`src/rtl/serial_comparator.sv`:
```
// Bit-serial unsigned magnitude comparator, MSB first, one-hot GT/EQ/LT result.
// Optional SERIAL_COMP_EARLY_EXIT_EN: finish on the first differing bit pair.
module serial_comparator #(
  parameter int WIDTH = 4
) (
  input  logic clk,
  input  logic rst_n,
  input  logic start,
  input  logic a_bit,
  input  logic b_bit,
  input  logic bit_valid,
  output logic bit_ready,
  output logic busy,
  output logic done,
  output logic Y2,
  output logic Y1,
  output logic Y0
);

  localparam int CW = (WIDTH > 1) ? $clog2(WIDTH) : 1;
  localparam logic [CW-1:0] LAST = CW'(WIDTH - 1);

  typedef enum logic {IDLE, SHIFT} state_t;
  typedef enum logic [1:0] {REL_EQ = 2'd0, REL_GT = 2'd1, REL_LT = 2'd2} rel_t;

  // The first differing pair decides the relation; later pairs never override it.
  function automatic rel_t rel_step(input rel_t r, input logic a, input logic b);
    if (r == REL_EQ && a != b) return a ? REL_GT : REL_LT;
    return r;
  endfunction

  function automatic logic [2:0] rel_onehot(input rel_t r);
    case (r)
      REL_GT:  return 3'b100;
      REL_LT:  return 3'b001;
      default: return 3'b010;
    endcase
  endfunction

  state_t         state, state_nxt;
  rel_t           rel, rel_nxt, rel_upd;
  logic [CW-1:0]  cnt, cnt_nxt;
  logic           finish;
  logic           decided;
  logic [2:0]     result;

  assign bit_ready = (state == SHIFT);
  assign busy      = (state == SHIFT);
  assign rel_upd   = rel_step(rel, a_bit, b_bit);
  assign decided   = (rel == REL_EQ) && (a_bit != b_bit);
  assign {Y2, Y1, Y0} = result;

  always_comb begin
    state_nxt = state;
    cnt_nxt   = cnt;
    rel_nxt   = rel;
    finish    = 1'b0;
    case (state)
      IDLE: begin
        if (start) begin
          state_nxt = SHIFT;
          cnt_nxt   = '0;
          rel_nxt   = REL_EQ;
        end
      end
      SHIFT: begin
        if (bit_valid) begin
          rel_nxt = rel_upd;
          cnt_nxt = cnt + CW'(1);
`ifdef SERIAL_COMP_EARLY_EXIT_EN
          if (cnt == LAST || decided) begin
`else
          if (cnt == LAST) begin
`endif
            finish    = 1'b1;
            state_nxt = IDLE;
          end
        end
      end
      default: state_nxt = IDLE;
    endcase
  end

  // Result register holds across new starts; only a finishing beat reloads it.
  always_ff @(posedge clk) begin
    if (!rst_n) begin
      state  <= IDLE;
      cnt    <= '0;
      rel    <= REL_EQ;
      done   <= 1'b0;
      result <= 3'b000;
    end else begin
      state <= state_nxt;
      cnt   <= cnt_nxt;
      rel   <= rel_nxt;
      done  <= finish;
      if (finish) result <= rel_onehot(rel_upd);
    end
  end

`ifndef SERIAL_COMP_EARLY_EXIT_EN
  // Decision is only needed for the early-exit build.
  logic unused_decided;
  assign unused_decided = decided;
`endif

endmodule
```
`config.mk`:
```
export PLATFORM = sky130hd
export DESIGN_NAME = serial_comparator
export DESIGN_NICKNAME = d
export VERILOG_FILES = /design/src/rtl/serial_comparator.sv
export SDC_FILE = /design/constraint.sdc
export NUM_CORES = 1
export LEC_CHECK = 0
export CORE_AREA = 8 8 45 47
export DETAILED_ROUTE_END_ITERATION = 10
export DIE_AREA = 0 0 53 55
export PLACE_DENSITY = 0.57
export RECOVER_POWER = 50
export SYNTH_ARGS = -nofsm -noshare
export SYNTH_HDL_FRONTEND = slang
export SYNTH_SLANG_ARGS = --single-unit
```
`constraint.sdc`:
```
create_clock -name clk -period 1.6 [get_ports clk]
set_input_delay 0.32 -clock clk [delete_from_list [all_inputs] [get_ports clk]]
set_output_delay 0.32 -clock clk [all_outputs]
set_load 0.005 [all_outputs]
```
==> results.toml, run 1 <==
[outcome]
outcome = "finished, final reports clean"

[grt]
groute.usage.overall = 0.0701
antenna_found_initial = 0
grt_pass1_wl_mm = 1.39
grt_pass1_vias = 339
grt_max_degree = 8
overflow = 0

[synthesis]
ys_types = 20
yosys-top-cells-area = "dfxtp_1, ha_1, nand3_1"
async_flop_share = 0
syn_nets = 55
ys_seq_area_frac = 0.439
ys_seq_elements = 9
syn_inst = 46
synth_edf_count = 0
syn_area_per_cell_um2 = 8.92
yosysWarnings = 0
synth_top_area_cell = "dfxtp_1"
syn_area_um2 = 410
synth_top_area_share = 0.439
ys.flop_type = "dfxtp_1"
synthTopCellsByCount = "dfxtp_1, nand3_1, nand2_1, o21ai_1"
synth.most_common_cell = "dfxtp_1"

[route]
ant_nets = 0
firstDrtPassIters = 3
route.detailed.drc = 0
routed_wl_um = 845
drtIter0Drc = 5
wire_per_inst_um = 10.8
vias = 344
via_per_inst = 4.41

[power]
powerDensity_nw_per_um2 = 814
total_power_w = 0.000474
leakagePower_nw = 0.237
ir_worst_vdd_v = 0.000456

[sta]
fmax_mhz = 673
rsz0062_at_grt = "false"
holdWs_ns = 0.454
slew_headroom = 0.825
setup_violations = 0
slew_viol_final = 0
hold_viol_final = 0
finClkSkew_ns = 0.00185
fin_crit_ns = 1.49
tightestPinTransition_ns = 0.261
fin_crit_sh = 0.929

[place]
dp_hpwl_um = 673
gp_congestion = 0.711
port-buffer-count = 11

[setup_path]
critPathCaptureType = "output pin"
path_max_fanout = 7
r2r_slack_ns = 0.38
reg2reg_to = "result[1]$_SDFFE_PN0P_"
startpoint_type = "flop"
max_stage_delay_ns = 0.52
crit_chain = "clkdlybuf4s50_1"
crit_arrival_ns = 1.17
worst-path-buf-inv = 1
worstSetupPathType = "reg -> out"
reg2reg_from = "rel[0]$_SDFFE_PN0P_"
cp_slowest_cell = "clkdlybuf4s50_1"
r2r_cells = 6
required_ns = 1.28
critical-path-top-delay-family = "buffers and inverters"

[floorplan]
rows = 14
dieHeight_um = 55
die_area_um2 = 2920
die_x_um = 53
start_util = 0.297
io_pins = 12
fp.coreArea_um2 = 1380

[cts]
ctsHoldBuffers = 0
cts_tree = "yes"
cts_root_buf = "clkbuf_4"
clockBufferDepth = 2
numClockSinks = 9
cts_buffers = 3
htreeDepth = 1
cts.clk_slew.worst_paths_ns = 0.06
insertion_delay_ns = 0.26

[cells_and_area]
antennaDiodeCount = 0
final_layout_size_suffix_gt1_frac = 0.210
num-nets-final = 72
finish.utilization = 0.420
syn2layout_area_growth_pct = 41.8

[worst_hold_path]
worstHoldStart = "result[0]$_SDFFE_PN0P_"
hold_path.class = "reg -> reg"
holdPathStages = 2
min_to = "result[0]$_SDFFE_PN0P_"

[job]
max_cap_violations = 0
what timing repair did:
item                                    CTS  global route
gates resized for setup                   0             2
setup buffers                             0             0
endpoints found under the setup margin    0             3
power breakdown:
group | switching [W] | total (W) | internal (W)
clock | 0.0000806 | 0.000177 | 0.0000962
combinational | 0.0000261 | 0.0000618 | 0.0000357
sequential | 0.00000561 | 0.000235 | 0.000229
total | 0.000112 | 0.000474 | 0.000361
worst reg2reg max path, cell delays in order (launching register included):
cell     delay [ns]
dfxtp_1        0.37
nor3b_2        0.07
or2_2          0.29
inv_1          0.06
ha_1           0.21
nand2_1        0.06
o21ai_1        0.05
state kept, by name, indices dropped and copies added, names as in the netlist:
register   count
done           1
bit_ready      1
cnt            2
rel            2
result         3
cell type report:
class	count	area (µm²)
multi-input combinational	32	210
sequential	9	181
timing repair buffer	14	133
clock buffer	4	26.3
fill	143	802
inverter	3	11.3
tap	16	20.0
stage by stage:
| stage | std cells | area [µm²] | setup TNS [ns] | setup slack (ns) |
|---|---|---|---|---|
| after floorplan | 46 | 410 | 0 | 0.397 |
| after global placement | 74 | 551 | -0.0820 | -0.0820 |
| after detailed placement | 74 | 551 | -0.201 | -0.149 |
| after CTS | 78 | 577 | 0 | 0.0220 |
| after global routing | 78 | 582 | 0 | 0.0715 |
| final | 78 | 582 | 0 | 0.114 |
logic make-up (layout without fill, tap and decap cells):
kind of cell / count (synthesis) / after routing / share of synthesized area
AND/OR/NAND/NOR: 17 / 17 / 0.216
AO/OA/AOI/OAI: 11 / 11 / 0.159
flip-flops: 9 / 9 / 0.439
buffers and inverters: 5 / 21 / 0.0579
adder cells (fa/ha/maj): 3 / 3 / 0.0915
multiplexers: 1 / 1 / 0.0366
placed cells by master (no fill, tap or decap):
cell type | Yosys | final
nor2_1 | 3 | 3
a21oi_2 | 1 | 1
nand2b_1 | 1 | 1
o21ai_2 | 1 | 1
a21oi_1 | 3 | 3
inv_1 | 3 | 3
mux2_4 | 1 | 1
nor3b_2 | 0 | 1
dfxtp_1 | 9 | 8
nand2_1 | 4 | 4
clkbuf_4 | 0 | 3
o21ai_0 | 1 | 2
clkdlybuf4s50_1 | 0 | 10
a22oi_1 | 1 | 1
dlygate4sd3_1 | 0 | 1
nor3_2 | 1 | 1
buf_4 | 1 | 3
dfxtp_2 | 0 | 1
and2_0 | 0 | 1
o21ai_1 | 4 | 3
clkbuf_1 | 0 | 1
ha_1 | 3 | 3
nand3_1 | 5 | 5
or2_2 | 1 | 1
per-layer routing:
layer  up-vias  GRT usage  part of all wire
li1        187          -                 -
met1       142     0.0626              0.45
met2        11      0.104              0.41
met3         4     0.0428             0.099
met4         0     0.0776             0.038
met5         -          0                 0
worst max path at each step:
stage	slack, ns	startpoint	depth (start not counted)	end
after floorplan	0.40	b_bit	6	result[1]$_SDFFE_PN0P_
after global placement	-0.08	b_bit	7	result[1]$_SDFFE_PN0P_
after detailed placement	-0.15	b_bit	7	result[1]$_SDFFE_PN0P_
after CTS	0.02	bit_ready$_SDFF_PN0_	1	busy
after global routing	0.07	bit_ready$_SDFF_PN0_	1	bit_ready
final	0.11	bit_ready$_SDFF_PN0_	1	busy
Power figures use the tool's default switching activity.
==> inputs of run 2 (changes only) <==
- GPL_TIMING_DRIVEN: default -> 0
- MAX_ROUTING_LAYER: default -> met4
- RECOVER_POWER: 50 -> default
==> run 2 against run 1 <==
Effect of this change:
- highest routed layer unchanged
- worst setup slack lost 0.055 ns
- die area unchanged
- first-iteration DRC count decreased by 60%
- core utilization fell by 0.81 points
- non-clock buffer count is 1 lower
==> results.toml, run 2 (synthesis results as in run 1) <==
[outcome]
outcome = "finished, final reports clean"

[place]
gp_congestion = 0.725
place_ws_ns = -0.127
dp_hpwl_um = 635
detailed_place.area_um2 = 541
port-buffer-count = 11

[cells_and_area]
finish.utilization = 0.412
final_common_cell = "clkdlybuf4s50_1"
max_flop_register = "result"
num-nets-final = 71
final_cell_mix = "clkdlybuf4s50_1, dfxtp_1, nand3_1, nand2_1, o21ai_1"
fin_area_um2 = 571
antennaDiodeCount = 0
top_regs = "result x3, cnt x2, rel x2"
final_layout_size_suffix_gt1_frac = 0.197
syn2layout_area_growth_pct = 39.0
largest_reg_flops = 3

[setup_path]
r2r_cells = 6
required_ns = 1.28
crit_chain = "buf_4 -> clkdlybuf4s50_1"
max_stage_delay_ns = 0.49
cp_slowest_cell = "clkdlybuf4s50_1"
critPathCaptureType = "output pin"
crit_arrival_ns = 1.22
startpoint_type = "flop"
path_max_fanout = 7
worstSetupPathType = "reg -> out"

[floorplan]
start_util = 0.297
fp.coreArea_um2 = 1380
die_x_um = 53
dieHeight_um = 55
rows = 14
die_area_um2 = 2920
io_pins = 12

[cts]
numClockSinks = 9
clockBufferDepth = 2
insertion_delay_ns = 0.26
cts_buffers = 3
cts.clk_slew.worst_paths_ns = 0.06
postCtsSetupRepairBufs = 0
cts_tree = "yes"
htreeDepth = 1
ctsHoldBuffers = 0
cts_root_buf = "clkbuf_4"

[route]
highest_layer = "met4"
drt-met1-wl_um = 362
routed-wl-met3_um = 81
routed_wl_um = 814
ant_nets = 0
vias = 355
firstDrtPassIters = 3
drtIter0Drc = 2
wire_per_inst_um = 10.6
via_per_inst = 4.61
route.detailed.drc = 0
met2_length_um = 360

[power]
p_seq_frac = 0.497
share_comb_of_total_power = 0.127
powerDensity_nw_per_um2 = 826
power_frac_clock = 0.376
power.switching_w = 0.000112
intPower_w = 0.000359
total_power_w = 0.000471
switching_share = 0.238
ir_worst_vdd_v = 0.000442
leakagePower_nw = 0.231

[sta]
fin_crit_sh = 0.963
rsz0062_at_grt = "false"
finClkSkew_ns = 0.00561
tightestPinTransition_ns = 0.291
hold_viol_final = 0
fin_crit_ns = 1.54
slew_viol_final = 0
setup_violations = 0
slew_headroom = 0.806
worst_slack_ns = 0.0592
fmax_mhz = 649

[worst_hold_path]
holdPathStages = 2
hold_path.class = "reg -> reg"

[grt]
grt_pass1_vias = 329
grt_pass1_wl_mm = 1.35
antenna_found_initial = 0
grt_max_degree = 11
groute.usage.overall = 0.0672
overflow = 0

[job]
max_cap_violations = 0
[run 2: repair_timing]
item                       CTS  global route
setup endpoints to repair    1             1
gates resized for setup      1             1
cloned                       0             0
[run 2: path summary, 6_finish.rpt]
kind | slack, ns | startpoint | endpoint
setup / recovery | 0.06 | bit_ready$_SDFF_PN0_ | busy
hold / removal | 0.45 | result[1]$_SDFFE_PN0P_ | result[1]$_SDFFE_PN0P_
setup reg to reg | 0.34 | rel[1]$_SDFFE_PN0P_ | result[1]$_SDFFE_PN0P_
hold reg to reg | 0.45 | result[1]$_SDFFE_PN0P_ | result[1]$_SDFFE_PN0P_
[run 2: final cells by class]
type,count,area [µm²]
Timing Repair Buffer,11,110
Multi-Input combinational cell,32,206
Tap cell,16,20.0
Sequential cell,9,184
Clock buffer,4,26.3
Buffer,2,12.5
Fill cell,153,813
Inverter,3,11.3
[run 2: critical path, delay by kind of cell, from the launching register on]
kind	cells	cell delay [ns]
buf+inv	2	0.59
flops	1	0.37
[run 2: metal layers]
metal,GRT usage,up-vias
met3,0.0508,2
met5,-,-
met4,0.0259,0
met1,0.0720,155
met2,0.0918,12
li1,-,186
[run 2: metrics by stage]
| step | cells | hold WS, ns | TNS (ns) |
|---|---|---|---|
| 2_1_floorplan | 46 | 0.440 | 0 |
| 3_3_place_gp | 73 | 0.442 | -0.136 |
| 3_5_place_dp | 73 | 0.450 | -0.162 |
| 4_1_cts | 77 | 0.459 | 0 |
| 5_1_grt | 77 | 0.470 | 0 |
| 6_report | 77 | 0.452 | 0 |
[run 2: power by group through the flow]
stage,combinational [W],sequential [W],clock [W]
6_report,0.0000600,0.000234,0.000177
5_1_grt,0.0000685,0.000235,0.000201
4_1_cts,0.0000615,0.000235,0.000185
3_5_place_dp,0.0000611,0.000239,0
3_3_place_gp,0.0000600,0.000240,0
2_1_floorplan,0.0000340,0.000239,0
==> inputs of run 3 (changes only) <==
- GPL_TIMING_DRIVEN: 0 -> default
- clock period: 1.6 -> 1.42 ns (I/O delays scaled with it)
==> run 3 against run 2 <==
Effect of this change:
- count of clock-buffer cells in the layout did not move
- first-iteration DRC count fell by 100%
- critical path depth fell by 1
- combinational power rose by 13%
- die area did not move
- worst setup slack improved by 0.00064 ns
- non-clock buffer count rose by 1
- design area rose by 3.5%
- power rose by 13%
- cell count rose by 1.3%
- largest power group unchanged
==> results.toml, run 3 (synthesis results as in run 1) <==
[outcome]
outcome = "finished, final reports clean"

[setup_path]
required_ns = 1.14
crit_chain = "clkdlybuf4s50_1"
cp_slowest_cell = "clkdlybuf4s50_1"
r2r_slack_ns = 0.18
crit_arrival_ns = 1.08
reg2reg_from = "rel[0]$_SDFFE_PN0P_"
worstSetupPathType = "reg -> out"
critical-path-top-delay-family = "buffers and inverters"
worst-path-buf-inv = 1
max_stage_delay_ns = 0.50
startpoint_type = "flop"
path_max_fanout = 2
reg2reg_to = "result[1]$_SDFFE_PN0P_"
critPathCaptureType = "output pin"
r2r_cells = 6

[cts]
insertion_delay_ns = 0.26
numClockSinks = 9
postCtsSetupRepairBufs = 0
cts_buffers = 3
clockBufferDepth = 2
cts_tree = "yes"
cts_root_buf = "clkbuf_4"
cts.clk_slew.worst_paths_ns = 0.06
ctsHoldBuffers = 0
htreeDepth = 1

[sta]
slew_headroom = 0.824
fin_crit_sh = 0.958
setup_violations = 0
worst_slack_ns = 0.0598
hold_viol_final = 0
fin_crit_ns = 1.36
rsz0062_at_grt = "false"
slew_viol_final = 0
finalSetupTns_ns = 0
tightestPinTransition_ns = 0.263
fmax_mhz = 735
finClkSkew_ns = 0.00544

[cells_and_area]
num-nets-final = 72
nFillCells = 144
antennaDiodeCount = 0
top_regs = "result x3, cnt x2, rel x2"
syn2layout_area_growth_pct = 43.9
largest_reg_flops = 3
final_common_cell = "dfxtp_1"
final_layout_size_suffix_gt1_frac = 0.226
final_cell_mix = "dfxtp_1, clkdlybuf4s50_1, nand3_1, nand2_1, o21ai_1"
max_flop_register = "result"
finish.utilization = 0.427

[power]
leakagePower_nw = 0.281
ir_worst_vdd_v = 0.000430
powerDensity_nw_per_um2 = 899
total_power_w = 0.000531

[route]
wire_per_inst_um = 11.2
drtIter0Drc = 0
route.detailed.drc = 0
routed_wl_um = 875
ant_nets = 0
via_per_inst = 4.64
firstDrtPassIters = 1
vias = 362

[grt]
met3_usage = 0.0615
grt_pass1_vias = 375
use_met1 = 0.0762
antenna_found_initial = 0
groute.usage.overall = 0.0806
grt_pass1_wl_mm = 1.57
grt_max_degree = 8
overflow = 0
grt-busiest-layer = "met2"
use_met2 = 0.113

[job]
max_cap_violations = 0

[place]
port-buffer-count = 11
place_ws_ns = -0.322
gp_congestion = 0.698

[floorplan]
start_util = 0.297
fp.coreArea_um2 = 1380
die_x_um = 53
rows = 14
io_pins = 12
dieHeight_um = 55
die_area_um2 = 2920

[worst_hold_path]
hold_path.class = "reg -> reg"
min_to = "result[0]$_SDFFE_PN0P_"
worstHoldStart = "result[0]$_SDFFE_PN0P_"
holdPathStages = 2
-- run 3: cell count changes in the layout (fill, tap and decap cells not counted), sizes merged --
| cell | previous run | this run |
|---|---|---|
| dlymetal6s2s | 0 | 3 |
| clkdlybuf4s50 | 11 | 6 |
| buf | 2 | 3 |
| dlygate4sd2 | 0 | 2 |
-- run 3: metal layers --
| layer | routed length (µm) | share of wire |
|---|---|---|
| met1 | 386 | 0.44 |
| met2 | 374 | 0.43 |
| met3 | 94 | 0.11 |
| met4 | 20 | 0.023 |
| met5 | 0 | 0 |
-- run 3: final cells by class --
class,instances,area [µm²],area share
clock buffers,4,26.3,0.0445
inverters,3,11.3,0.0191
multi-input cells,32,211,0.358
flip-flops and latches,9,184,0.311
well taps,16,20.0,0.0339
repair buffers,14,138,0.233
-- run 3: how the worst max path moves through the flow --
stage | start | to | slack [ns] | cells past startpoint
after floorplan | b_bit | result[1]$_SDFFE_PN0P_ | 0.25 | 6
after global routing | result[2]$_SDFFE_PN0P_ | Y2 | 0.01 | 1
final | result[2]$_SDFFE_PN0P_ | Y2 | 0.06 | 1
after global placement | b_bit | result[1]$_SDFFE_PN0P_ | -0.25 | 7
after CTS | b_bit | result[1]$_SDFFE_PN0P_ | 0.03 | 7
after detailed placement | b_bit | result[1]$_SDFFE_PN0P_ | -0.32 | 7
-- run 3: repair_timing --
| action | in CTS | in global routing |
|---|---|---|
| gates resized for setup | 5 | 3 |
| setup endpoints to repair | 3 | 2 |
| cloned | 0 | 0 |
-- run 3: per-stage QoR --
stage	std cells	cell area (µm²)	hold WS, ns
floorplan	46	410	0.440
finish	78	591	0.454
global placement	74	551	0.443
global route	78	591	0.472
CTS	78	583	0.459
detailed placement	74	551	0.451
-- run 3: power breakdown --
part           internal, W  switching (W)  total [W]  leakage, nW
clock             0.000108      0.0000909   0.000199       0.0150
combinational    0.0000379      0.0000301  0.0000680        0.192
sequential        0.000258     0.00000617   0.000264       0.0736
